**src/rtl/mmio_ctrl_pkg.sv**
```systemverilog
// Shared MMIO constants: select code, register offsets and the seven-segment decode table.
package mmio_ctrl_pkg;

  localparam int DATA_WID = 32;
  localparam logic [3:0] MMIO_SEL = 4'hF;

  localparam logic [2:0] SW_OFF      = 3'd0;
  localparam logic [2:0] BTN_OFF     = 3'd1;
  localparam logic [2:0] BTN_EVT_OFF = 3'd2;
  localparam logic [2:0] LED_OFF     = 3'd3;
  localparam logic [2:0] SEG_OFF     = 3'd4;
  localparam logic [2:0] TIMER_OFF   = 3'd5;

  // Active-low {dp,g,f,e,d,c,b,a}; dp is always off.
  function automatic logic [7:0] seg7(input logic [3:0] h);
    case (h)
      4'h0: seg7 = 8'hC0;
      4'h1: seg7 = 8'hF9;
      4'h2: seg7 = 8'hA4;
      4'h3: seg7 = 8'hB0;
      4'h4: seg7 = 8'h99;
      4'h5: seg7 = 8'h92;
      4'h6: seg7 = 8'h82;
      4'h7: seg7 = 8'hF8;
      4'h8: seg7 = 8'h80;
      4'h9: seg7 = 8'h90;
      4'hA: seg7 = 8'h88;
      4'hB: seg7 = 8'h83;
      4'hC: seg7 = 8'hC6;
      4'hD: seg7 = 8'hA1;
      4'hE: seg7 = 8'h86;
      default: seg7 = 8'h8E;
    endcase
  endfunction

endpackage

```
**src/rtl/mmio_debounce.sv**
```systemverilog
// Per-bit 2-flop synchroniser and stability counter; rise pulses fire on the edge the level is accepted.
module mmio_debounce #(
  parameter int WID             = 5,
  parameter int DEBOUNCE_CYCLES = 20000
) (
  input  logic           clk,
  input  logic           rst,
  input  logic [WID-1:0] raw,
  output logic [WID-1:0] level,
  output logic [WID-1:0] rise
);

  localparam int CW = (DEBOUNCE_CYCLES > 1) ? $clog2(DEBOUNCE_CYCLES) : 1;

  logic [WID-1:0] s1, s2;

  always_ff @(posedge clk) begin
    if (rst) begin
      s1 <= '0;
      s2 <= '0;
    end else begin
      s1 <= raw;
      s2 <= s1;
    end
  end

  for (genvar i = 0; i < WID; i++) begin : g_bit
    logic [CW-1:0] cnt;
    logic          accept;

    assign accept  = (s2[i] != level[i]) && (cnt == CW'(DEBOUNCE_CYCLES - 1));
    assign rise[i] = accept && s2[i];

    always_ff @(posedge clk) begin
      if (rst) begin
        cnt      <= '0;
        level[i] <= 1'b0;
      end else if (s2[i] == level[i]) begin
        cnt <= '0;
      end else if (accept) begin
        cnt      <= '0;
        level[i] <= s2[i];
      end else begin
        cnt <= cnt + CW'(1);
      end
    end
  end

endmodule

```
**src/rtl/mmio_ctrl.sv**
```systemverilog
// Board MMIO peer of data memory: switches, buttons, LEDs, scanned 7-seg and a cycle timer.
// Reads are combinational so uncached loads complete in the cycle the address is presented.
module mmio_ctrl
  import mmio_ctrl_pkg::*;
#(
  parameter int DEBOUNCE_CYCLES = 20000,
  parameter int SCAN_CYCLES     = 50000
) (
  input  logic                clk,
  input  logic                rst,
  input  logic [DATA_WID-1:0] addr,
  input  logic [DATA_WID-1:0] wdata,
  input  logic                we,
  output logic [DATA_WID-1:0] rdata,
  input  logic [15:0]         sw,
  input  logic [4:0]          btn,
  output logic [15:0]         led,
  output logic [7:0]          seg_an,
  output logic [7:0]          seg_cat
);

  localparam int SCW = (SCAN_CYCLES > 1) ? $clog2(SCAN_CYCLES) : 1;

  logic [2:0]          off;
  logic [15:0]         sw_s1, sw_s2;
  logic [4:0]          btn_lvl, btn_rise, btn_evt, evt_clr;
  logic [DATA_WID-1:0] seg_r, timer;
  logic [SCW-1:0]      scan_cnt;
  logic [2:0]          idx;
  logic                wr_led, wr_seg, wr_timer, wr_evt;
  logic                unused_addr;

  assign off         = addr[4:2];
  assign unused_addr = ^{addr[31:5], addr[1:0]};

  assign wr_led   = we && (off == LED_OFF);
  assign wr_seg   = we && (off == SEG_OFF);
  assign wr_timer = we && (off == TIMER_OFF);
  assign wr_evt   = we && (off == BTN_EVT_OFF);
  assign evt_clr  = wr_evt ? wdata[4:0] : 5'b0;

  mmio_debounce #(
    .WID            (5),
    .DEBOUNCE_CYCLES(DEBOUNCE_CYCLES)
  ) u_deb (
    .clk  (clk),
    .rst  (rst),
    .raw  (btn),
    .level(btn_lvl),
    .rise (btn_rise)
  );

  always_ff @(posedge clk) begin
    if (rst) begin
      sw_s1    <= '0;
      sw_s2    <= '0;
      led      <= '0;
      seg_r    <= '0;
      timer    <= '0;
      btn_evt  <= '0;
      scan_cnt <= '0;
      idx      <= '0;
    end else begin
      sw_s1 <= sw;
      sw_s2 <= sw_s1;
      if (wr_led) led <= wdata[15:0];
      if (wr_seg) seg_r <= wdata;
      timer   <= wr_timer ? wdata : timer + 32'd1;
      // A press landing on the same edge as its W1C must not be lost.
      btn_evt <= (btn_evt & ~evt_clr) | btn_rise;
      if (scan_cnt == SCW'(SCAN_CYCLES - 1)) begin
        scan_cnt <= '0;
        idx      <= idx + 3'd1;
      end else begin
        scan_cnt <= scan_cnt + SCW'(1);
      end
    end
  end

  always_comb begin
    rdata = '0;
    case (off)
      SW_OFF:      rdata = {16'b0, sw_s2};
      BTN_OFF:     rdata = {27'b0, btn_lvl};
      BTN_EVT_OFF: rdata = {27'b0, btn_evt};
      LED_OFF:     rdata = {16'b0, led};
      SEG_OFF:     rdata = seg_r;
      TIMER_OFF:   rdata = timer;
      default:     rdata = '0;
    endcase
  end

  assign seg_an  = ~(8'b1 << idx);
  assign seg_cat = seg7(seg_r[{idx, 2'b00} +: 4]);

endmodule

```
**config.mk**
```make
export PLATFORM = sky130hd
export DESIGN_NAME = mmio_ctrl
export DESIGN_NICKNAME = d
export VERILOG_FILES = /design/src/rtl/mmio_ctrl_pkg.sv /design/src/rtl/mmio_debounce.sv /design/src/rtl/mmio_ctrl.sv
export SDC_FILE = /design/constraint.sdc
export NUM_CORES = 1
export LEC_CHECK = 0
export BUFFER_PORTS_ARGS = -buffer_cell sky130_fd_sc_hd__buf_4
export CAP_MARGIN = 20
export CORE_MARGIN = 3
export CORE_UTILIZATION = 30
export DETAILED_ROUTE_END_ITERATION = 16
export PLACE_DENSITY_LB_ADDON = 0.15
export SYNTH_ARGS = -nofsm -noshare
export SYNTH_HDL_FRONTEND = slang
export SYNTH_SLANG_ARGS = --single-unit
```
**constraint.sdc**
```tcl
create_clock -name clk -period 7.2 [get_ports clk]
set_input_delay 1.8 -clock clk [delete_from_list [all_inputs] [get_ports clk]]
set_output_delay 1.8 -clock clk [all_outputs]
set_load 0.02 [all_outputs]
```
==> flow_summary_export.csv, run 1 <==
group,metric,value,unit
finish,antenna_cells,0,
routing,avgRoutedWirePerCell,16.1,µm
routing,ant_nets,0,
worst_setup_path,crit_path_start_kind,"primary input",
clocking,cts.clk_slew.worst_paths,0.06,ns
synth,async_flop_share,0,
clocking,hold_buffers,0,
global_route,met1_usage,0.212,
power_and_ir_drop,ir_worst_vdd,169,µV
synth,synth-edff-count,0,
global_route,grt_use_met3,0.0231,
place,place_congestion,0.800,
timing,rsz0062_at_grt,"no",
global_route,overflow,0,
floorplanning,die_w,193,µm
synth,synth_cells,1215,
routing,drcViolationCount,0,
worst_setup_path,path_class,"primary input to output port",
outcome,status,"finished clean",
global_route,grt_max_degree,69,
worst_setup_path,cp_max_fo,29,
power_and_ir_drop,switching_share,0.228,
power_and_ir_drop,clock_power_share,0.471,
synth,netlist_area,0.0105,mm²
clocking,cts_tree,"yes",
synth,avgSynthCellArea,8.61,µm²
worst_setup_path,r2r_slack,4.79,ns
floorplanning,start_util,0.308,
synth,ys_seq_area_frac,0.433,
place,numPortBuffers,121,
floorplanning,rows,67,
finish,fin_nets,1418,
timing,fin_worst_skew,0.0118,ns
clocking,htree_levels,1,
power_and_ir_drop,combPwrFrac,0.054,
timing,setup_viol,0,
synth,synth_top_area_share,0.433,
power_and_ir_drop,seqPwrFrac,0.475,
global_route,grt_use_met2,0.248,
finish,syn2layout_area_growth,20.0,%
synth,synthFlopType,"dfxtp_1",
routing,drt-initial-drc-count,480,
hold_path,hold_depth,1,
finish,drive_above_1_share,0.157,
place,post-place-ws,1.88,ns
floorplanning,placeableCoreArea,0.0340,mm²
synth,ys_seq_elements,226,
worst_setup_path,cp_data_arrival_time,3.52,ns
synth,yosys-top-cells-count,"dfxtp_1 (226), nand2_1 (162), nor2_1 (159)",
timing,relSlewSlack,0.430,
finish,nFillCells,3546,
routing,vias_per_cell,4.90,
clocking,cts_resized,0,
clocking,numCtsBuffers,26,
synth,synth_area_leaders,"dfxtp_1 (43%), nand2_1 (5.8%), nor2_1 (5.7%)",
synth,syn_nets,1321,
power_and_ir_drop,switchingPower,625,µW
worst_setup_path,r2r.worst_path.cells,4,
global_route,first_global_vias,8340,
global_route,track_usage,0.153,
timing,fin_crit,5.32,ns
power_and_ir_drop,powerDensity,218,mW/mm²
power_and_ir_drop,leakagePower,4.41,nW
routing,wl,28700,µm
routing,vias,8711,
timing,worstMarginPinSlew,0.852,ns
timing,setup_tns,0,ns
floorplanning,die_h,193,µm
clocking,cts_root_buffer,"clkbuf_16",
synth,yosysMostFrequentCell,"dfxtp_1",
clocking,clock-sinks,226,
synth,synth.largest_area_cell,"dfxtp_1",
timing,period_share,0.739,
timing,drv_slew,0,
floorplanning,ios,152,
global_route,grt-busiest-layer,"met2",
power_and_ir_drop,p_int,2.11,mW
clocking,cts_buffer_depth,3,
synth,synth.distinct_cells,62,
run,max_cap_viol_count,0,
global_route,grt_pass1_wl,45700,µm
routing,firstDrtPassIters,5,
hold_path,hp-class,"flip-flop to flip-flop",
worst_setup_path,critical_path_required,5.40,ns
floorplanning,die_area,0.0371,mm²
place,hpwl,20300,µm
clocking,cts_setup_buffers,0,
timing,worst_slack,1.88,ns
clocking,clk_latency,0.53,ns
global_route,antenna_found_initial,0,
synth,synth_warnings,0,
timing,hold_viol,0,
worst_setup_path,end_kind,"output port",
timing,fmax,0.188,GHz
-- path summary, 6_finish.rpt --
check                       from              endpoint
max reg2reg  timer[3]$_SDFF_PP0_  timer[23]$_SDFF_PP0_
min          sw_s1[7]$_SDFF_PP0_   sw_s2[7]$_SDFF_PP0_
max                      addr[2]             rdata[15]
min reg2reg  sw_s1[7]$_SDFF_PP0_   sw_s2[7]$_SDFF_PP0_
-- per-layer routing --
layer | vias to the layer above | part of all wire
li1 | 4421 | -
met1 | 4109 | 0.47
met2 | 143 | 0.47
met3 | 38 | 0.038
met4 | 0 | 0.022
met5 | - | 0
-- cells in the final DEF, fill, tap and decap left out, drive strengths merged, types with 6 or more instances in the layout --
cell,count
a211oi,9
a21oi,63
a22o,17
a311oi,20
and3,11
and4,7
buf,130
clkbuf,42
dfxtp,226
ha,18
inv,40
mux2i,34
mux4,9
nand2,162
nand2b,6
nand3,40
nand4,31
nor2,159
nor2b,43
nor3,28
nor4,30
o21ai,20
o31ai,11
or2,6
or3,15
or4,12
xnor2,61
xor2,32
-- final cells by class --
class | instances | area (µm²) | share of cell area
Clock inverter | 5 | 25.0 | 0.00200
Timing Repair Buffer | 130 | 973 | 0.0776
Multi-Input combinational cell | 888 | 5490 | 0.438
Tap cell | 448 | 561 | 0.0447
Clock buffer | 42 | 822 | 0.0655
Sequential cell | 226 | 4520 | 0.361
Inverter | 40 | 150 | 0.0120
-- metrics by stage --
stage / total power [mW] / util / cell area [µm²] / hold slack [ns] / std cells
after floorplan: 1.41 / - / 10500 / 0.414 / 1215
after global placement: 1.48 / 0.344 / 11700 / 0.423 / 1731
after detailed placement: 1.48 / 0.345 / 11700 / 0.423 / 1732
after CTS: 2.79 / 0.369 / 12500 / 0.437 / 1779
after global routing: 2.85 / 0.369 / 12500 / 0.447 / 1779
final: 2.74 / 0.369 / 12500 / 0.434 / 1779
-- power by group through the flow --
stage / Combinational (mW) / Sequential (mW) / Clock (mW)
floorplan: 0.0863 / 1.32 / 0
global placement: 0.150 / 1.33 / 0
detailed placement: 0.150 / 1.33 / 0
CTS: 0.151 / 1.30 / 1.34
global route: 0.165 / 1.30 / 1.39
finish: 0.148 / 1.30 / 1.29
-- kinds of logic (layout without fill, tap and decap cells) --
| logic type | after synthesis | count (layout) | synth area share |
|---|---|---|---|
| multiplexers | 48 | 48 | 0.0580 |
| buffers and inverters | 101 | 217 | 0.0434 |
| flip-flops | 226 | 226 | 0.433 |
| other | 1 | 1 | 0.000359 |
| AND/OR/NAND/NOR | 569 | 569 | 0.266 |
| AO/OA/AOI/OAI | 159 | 159 | 0.0999 |
| XOR/XNOR | 93 | 93 | 0.0779 |
| adder cells (fa/ha/maj) | 18 | 18 | 0.0215 |
-- critical path, stage by stage --
cell and delay (ns):
buf_4 0.25, nor2_1 0.72, a21oi_1 0.14, o21ai_0 0.37, buf_4 0.22
-- registers in the layout, indices dropped and copies added, names as in the netlist, 5 cells and up --
register and count:
u_deb.g_bit.cnt 75, seg_r 32, timer 32, led 16
scan_cnt 16, sw_s1 16, sw_s2 16, btn_evt 5
u_deb.level 5, u_deb.s1 5, u_deb.s2 5
Note: power is estimated with default switching activity, not from simulation.
==> inputs of run 2 (changes only) <==
Clock period 7.2 ns to 4.8 ns, I/O delays scaled along.
==> run 2 against run 1 <==
Via count down 0.79%; sequential cell count unchanged; global-route usage down 0.15 points; routed wire length down 0.22%; critical path type is now flip-flop to output port; largest power group is now the clock network.
==> flow_summary_export.csv, run 2 (synthesis gave the netlist of run 1 again) <==
group,metric,value,unit
worst_setup_path,r2r.worst_path.cells,4,
timing,fin_crit,4.55,ns
worst_setup_path,crit_path_start_kind,"flip-flop",
worst_setup_path,cp_num_buf_inv,2,
hold_path,hp-start,"u_deb.s1[4]$_SDFF_PP0_",
timing,relSlewSlack,0.479,
finish,fin_nets,1421,
worst_setup_path,path_class,"flip-flop to output port",
clocking,cts_tree,"yes",
finish,drive_above_1_share,0.161,
clocking,cts.clk_slew.worst_paths,0.06,ns
hold_path,hold_depth,1,
global_route,overflow,0,
clocking,cts_setup_buffers,0,
clocking,hold_buffers,0,
timing,setup_viol,0,
finish,finish.utilization,0.372,
routing,vias_per_cell,4.84,
floorplanning,placeableCoreArea,0.0340,mm²
clocking,cts_root_buffer,"clkbuf_16",
worst_setup_path,r2r_slack,2.34,ns
floorplanning,rows,67,
routing,drcViolationCount,0,
power_and_ir_drop,leakagePower,4.44,nW
floorplanning,die_area,0.0371,mm²
timing,setup_tns,0,ns
floorplanning,ios,152,
routing,ant_nets,0,
floorplanning,start_util,0.308,
finish,design_area,0.0126,mm²
routing,avgRoutedWirePerCell,16.0,µm
global_route,grt_max_degree,73,
run,max_cap_viol_count,0,
finish,final_cell_mix,"dfxtp_1 (226), nand2_1 (162), nor2_1 (159), buf_4 (130), a21oi_1 (63)",
timing,rsz0062_at_grt,"no",
place,placed_cell_area,0.0117,mm²
timing,fmax,0.220,GHz
worst_setup_path,crit_family,"multiplexers",
global_route,track_usage,0.151,
timing,worstMarginPinSlew,0.760,ns
finish,largest_reg_flops,75,
worst_setup_path,cp_max_fo,9,
finish,regMostFlops,"u_deb.g_bit.cnt",
finish,nFillCells,3516,
outcome,status,"finished clean",
hold_path,hp-class,"flip-flop to flip-flop",
place,hpwl,20300,µm
worst_setup_path,max_stage_delay,0.75,ns
routing,wl,28600,µm
clocking,cts_resized,0,
worst_setup_path,worstReg2RegStart,"timer[3]$_SDFF_PP0_",
worst_setup_path,r2r_end,"timer[23]$_SDFF_PP0_",
power_and_ir_drop,powerDensity,335,mW/mm²
global_route,first_global_vias,8354,
global_route,antenna_found_initial,0,
clocking,clock-sinks,226,
timing,period_share,0.947,
place,numPortBuffers,121,
clocking,htree_levels,1,
hold_path,hold_end,"u_deb.s2[4]$_SDFF_PP0_",
routing,firstDrtPassIters,4,
power_and_ir_drop,ir_worst_vdd,229,µV
worst_setup_path,end_kind,"output port",
clocking,clk_latency,0.54,ns
floorplanning,die_h,193,µm
clocking,numCtsBuffers,27,
routing,vias,8642,
timing,fin_worst_skew,0.0150,ns
worst_setup_path,path_cells,"mux4_2, mux2i_1, inv_1, ha_1, mux2_2, o21ai_0, buf_4",
worst_setup_path,cp_slowest_cell,"dfxtp_1",
finish,antenna_cells,0,
finish,syn2layout_area_growth,20.7,%
floorplanning,die_w,193,µm
timing,drv_slew,0,
timing,hold_viol,0,
worst_setup_path,critical_path_required,3.60,ns
routing,drt-initial-drc-count,449,
clocking,cts_buffer_depth,3,
global_route,grt_pass1_wl,45200,µm
finish,final_common_cell,"dfxtp_1",
place,place_congestion,0.798,
worst_setup_path,cp_data_arrival_time,3.35,ns
finish,reg_top3,"u_deb.g_bit.cnt x75, seg_r x32, timer x32",
[run 2: final cells by class]
cell class / instances / area (µm²) / area share
repair buffers: 132 / 1000 / 0.0793
flip-flops and latches: 226 / 4520 / 0.358
inverters: 40 / 150 / 0.0119
clock buffers: 35 / 736 / 0.0583
well taps: 448 / 561 / 0.0444
multi-input cells: 888 / 5490 / 0.435
clock inverters: 15 / 161 / 0.0128
[run 2: report_power, final]
part / total (mW) / internal, mW / switching (mW)
logic: 0.223 / 0.0951 / 0.128
registers: 1.95 / 1.92 / 0.0341
clock network: 2.06 / 1.24 / 0.818
total: 4.23 / 3.25 / 0.980
[run 2: through the flow]
step	hold slack, ns	instances	power, mW	worst slack, ns
CTS	0.435	1783	4.31	0.126
finish	0.433	1784	4.23	0.253
global placement	0.420	1733	2.22	0.712
floorplan	0.414	1215	2.11	0.879
detailed placement	0.422	1733	2.22	0.707
global route	0.462	1784	4.40	0.0109
[run 2: worst max-delay path by stage]
stage | from | endpoint | slack (ns) | depth (start not counted)
after global placement | idx[0]$_SDFFE_PP0N_ | seg_cat[4] | 0.71 | 7
final | idx[0]$_SDFFE_PP0N_ | seg_cat[4] | 0.25 | 7
after CTS | idx[0]$_SDFFE_PP0N_ | seg_cat[4] | 0.13 | 7
after detailed placement | idx[0]$_SDFFE_PP0N_ | seg_cat[4] | 0.71 | 7
after floorplan | addr[2] | rdata[16] | 0.88 | 5
after global routing | idx[0]$_SDFFE_PP0N_ | seg_cat[4] | 0.01 | 7
[run 2: layer usage]
layer  up-vias  share of wire  global-route usage
met5         -              0                   0
met4         0          0.022              0.0415
met3        41          0.043              0.0240
met2       141           0.46               0.249
met1      4022           0.47               0.206
li1       4438              -                   -
==> inputs of run 3 (changes only) <==
Settings changed: CORE_UTILIZATION 30 to 40, REMOVE_ABC_BUFFERS set to 1.
==> run 3 against run 2 <==
Setup slack better by 0.043 ns; clock skew is 0.0077 ns lower; total power fell by 0.81%; clock power is 2% lower; critical path type unchanged; critical endpoint is now seg_cat[0].
==> flow_summary_export.csv, run 3 (synthesis gave the netlist of run 1 again) <==
group,metric,value,unit
routing,vias_per_cell,5.23,
clocking,cts_buffer_depth,3,
floorplanning,die_h,168,µm
worst_setup_path,worst_path_most_repeated_cell,"buf_4",
timing,drv_slew,0,
clocking,cts_resized,0,
global_route,overflow,0,
floorplanning,start_util,0.411,
finish,fin_nets,1421,
worst_setup_path,cp_data_arrival_time,3.30,ns
clocking,cts.clk_slew.worst_paths,0.06,ns
clocking,hold_buffers,0,
clocking,numCtsBuffers,25,
floorplanning,rows,58,
worst_setup_path,crit_path_start_kind,"flip-flop",
timing,holdWs,0.434,ns
routing,ant_nets,0,
floorplanning,die_w,168,µm
finish,final_common_cell,"dfxtp_1",
finish,antenna_cells,0,
routing,drt-initial-drc-count,577,
timing,hold_viol,0,
timing,fin_worst_skew,0.00732,ns
routing,vias,8705,
routing,drcViolationCount,0,
worst_setup_path,cp_slowest_cell,"dfxtp_1",
worst_setup_path,path_class,"flip-flop to output port",
run,max_cap_viol_count,0,
global_route,grt_max_degree,65,
place,place_congestion,0.809,
timing,fmax,0.222,GHz
worst_setup_path,max_stage_delay,0.58,ns
finish,final_cell_mix,"dfxtp_1 (226), nand2_1 (162), nor2_1 (159), buf_4 (133), a21oi_1 (63)",
finish,regMostFlops,"u_deb.g_bit.cnt",
finish,syn2layout_area_growth,19.3,%
worst_setup_path,path_cells,"buf_4, mux4_2, mux2i_1, inv_1, ha_1, and3_1, a211o_1, buf_4",
hold_path,hold_depth,1,
clocking,htree_levels,1,
finish,reg_top3,"u_deb.g_bit.cnt x75, seg_r x32, timer x32",
global_route,grt_pass1_wl,43200,µm
timing,setup_viol,0,
hold_path,hp-class,"flip-flop to flip-flop",
timing,worstMarginPinSlew,0.861,ns
worst_setup_path,r2r.worst_path.cells,4,
floorplanning,placeableCoreArea,0.0255,mm²
worst_setup_path,end_kind,"output port",
place,hpwl,18300,µm
timing,fin_crit,4.50,ns
clocking,clock-sinks,226,
routing,wl,26600,µm
clocking,cts_setup_buffers,0,
global_route,first_global_vias,8296,
finish,drive_above_1_share,0.162,
worst_setup_path,critical_path_required,3.60,ns
timing,rsz0062_at_grt,"no",
routing,firstDrtPassIters,7,
timing,relSlewSlack,0.425,
global_route,track_usage,0.184,
floorplanning,die_area,0.0281,mm²
worst_setup_path,cp_num_cells,8,
floorplanning,ios,152,
global_route,antenna_found_initial,0,
power_and_ir_drop,powerDensity,336,mW/mm²
power_and_ir_drop,ir_worst_vdd,346,µV
worst_setup_path,cp_max_fo,6,
clocking,cts_root_buffer,"clkbuf_16",
worst_setup_path,crit_family,"multiplexers",
outcome,status,"finished clean",
routing,avgRoutedWirePerCell,16.0,µm
power_and_ir_drop,leakagePower,4.45,nW
finish,largest_reg_flops,75,
timing,period_share,0.938,
timing,setup_tns,0,ns
worst_setup_path,cp_num_buf_inv,3,
place,numPortBuffers,121,
clocking,cts_tree,"yes",
clocking,clk_latency,0.51,ns
finish,finish.utilization,0.490,
==> run 3: cell types whose count changed in the layout (fill, tap and decap cells not counted), sizes merged <==
cell | before | now
inv | 41 | 40
clkinv | 8 | 7
buf | 131 | 134
clkbuf | 36 | 32
clkinvlp | 3 | 2
bufinv | 3 | 4
==> run 3: worst paths after layout <==
path,startpoint,to,slack [ns]
setup / recovery,idx[0]$_SDFFE_PP0N_,seg_cat[0],0.30
setup reg to reg,timer[3]$_SDFF_PP0_,timer[23]$_SDFF_PP0_,2.37
hold / removal,sw_s1[3]$_SDFF_PP0_,sw_s2[3]$_SDFF_PP0_,0.43
hold reg to reg,sw_s1[3]$_SDFF_PP0_,sw_s2[3]$_SDFF_PP0_,0.43
==> run 3: worst reg2reg max path: cells and delay by family, from the launching register on <==
family	cells	cell delay, ns
AOI/OAI and AO/OA	1	0.26
DFF	1	0.46
and+or+nand+nor	3	1.64
==> run 3: metal layers <==
metal	vias up	GRT usage	share of wire
li1	4435	-	-
met4	0	0.0338	0.016
met1	4080	0.257	0.48
met5	-	0	0
met2	160	0.301	0.46
met3	30	0.0349	0.049
==> run 3: report_power, final <==
part / internal, mW / leakage [nW] / switching, mW
sequential: 1.92 / 1.83 / 0.0330
clock: 1.26 / 0.437 / 0.766
combinational: 0.0962 / 2.18 / 0.129
==> run 3: area by class of cell <==
class / instances / area, µm²
fill: 2492 / 13000
clock buffer: 32 / 712
timing repair buffer: 134 / 1020
sequential: 226 / 4520
multi-input combinational: 888 / 5490
clock inverter: 13 / 170
tap: 330 / 413
inverter: 40 / 150
==> run 3: per-stage QoR <==
step / total power, mW / setup WS (ns) / area [µm²] / instances
global placement: 2.21 / 0.817 / 11600 / 1618
CTS: 4.25 / 0.216 / 12500 / 1663
global route: 4.36 / 0.0488 / 12500 / 1663
detailed placement: 2.22 / 0.793 / 11600 / 1618
finish: 4.20 / 0.296 / 12500 / 1663
floorplan: 2.08 / 0.767 / 10200 / 1154
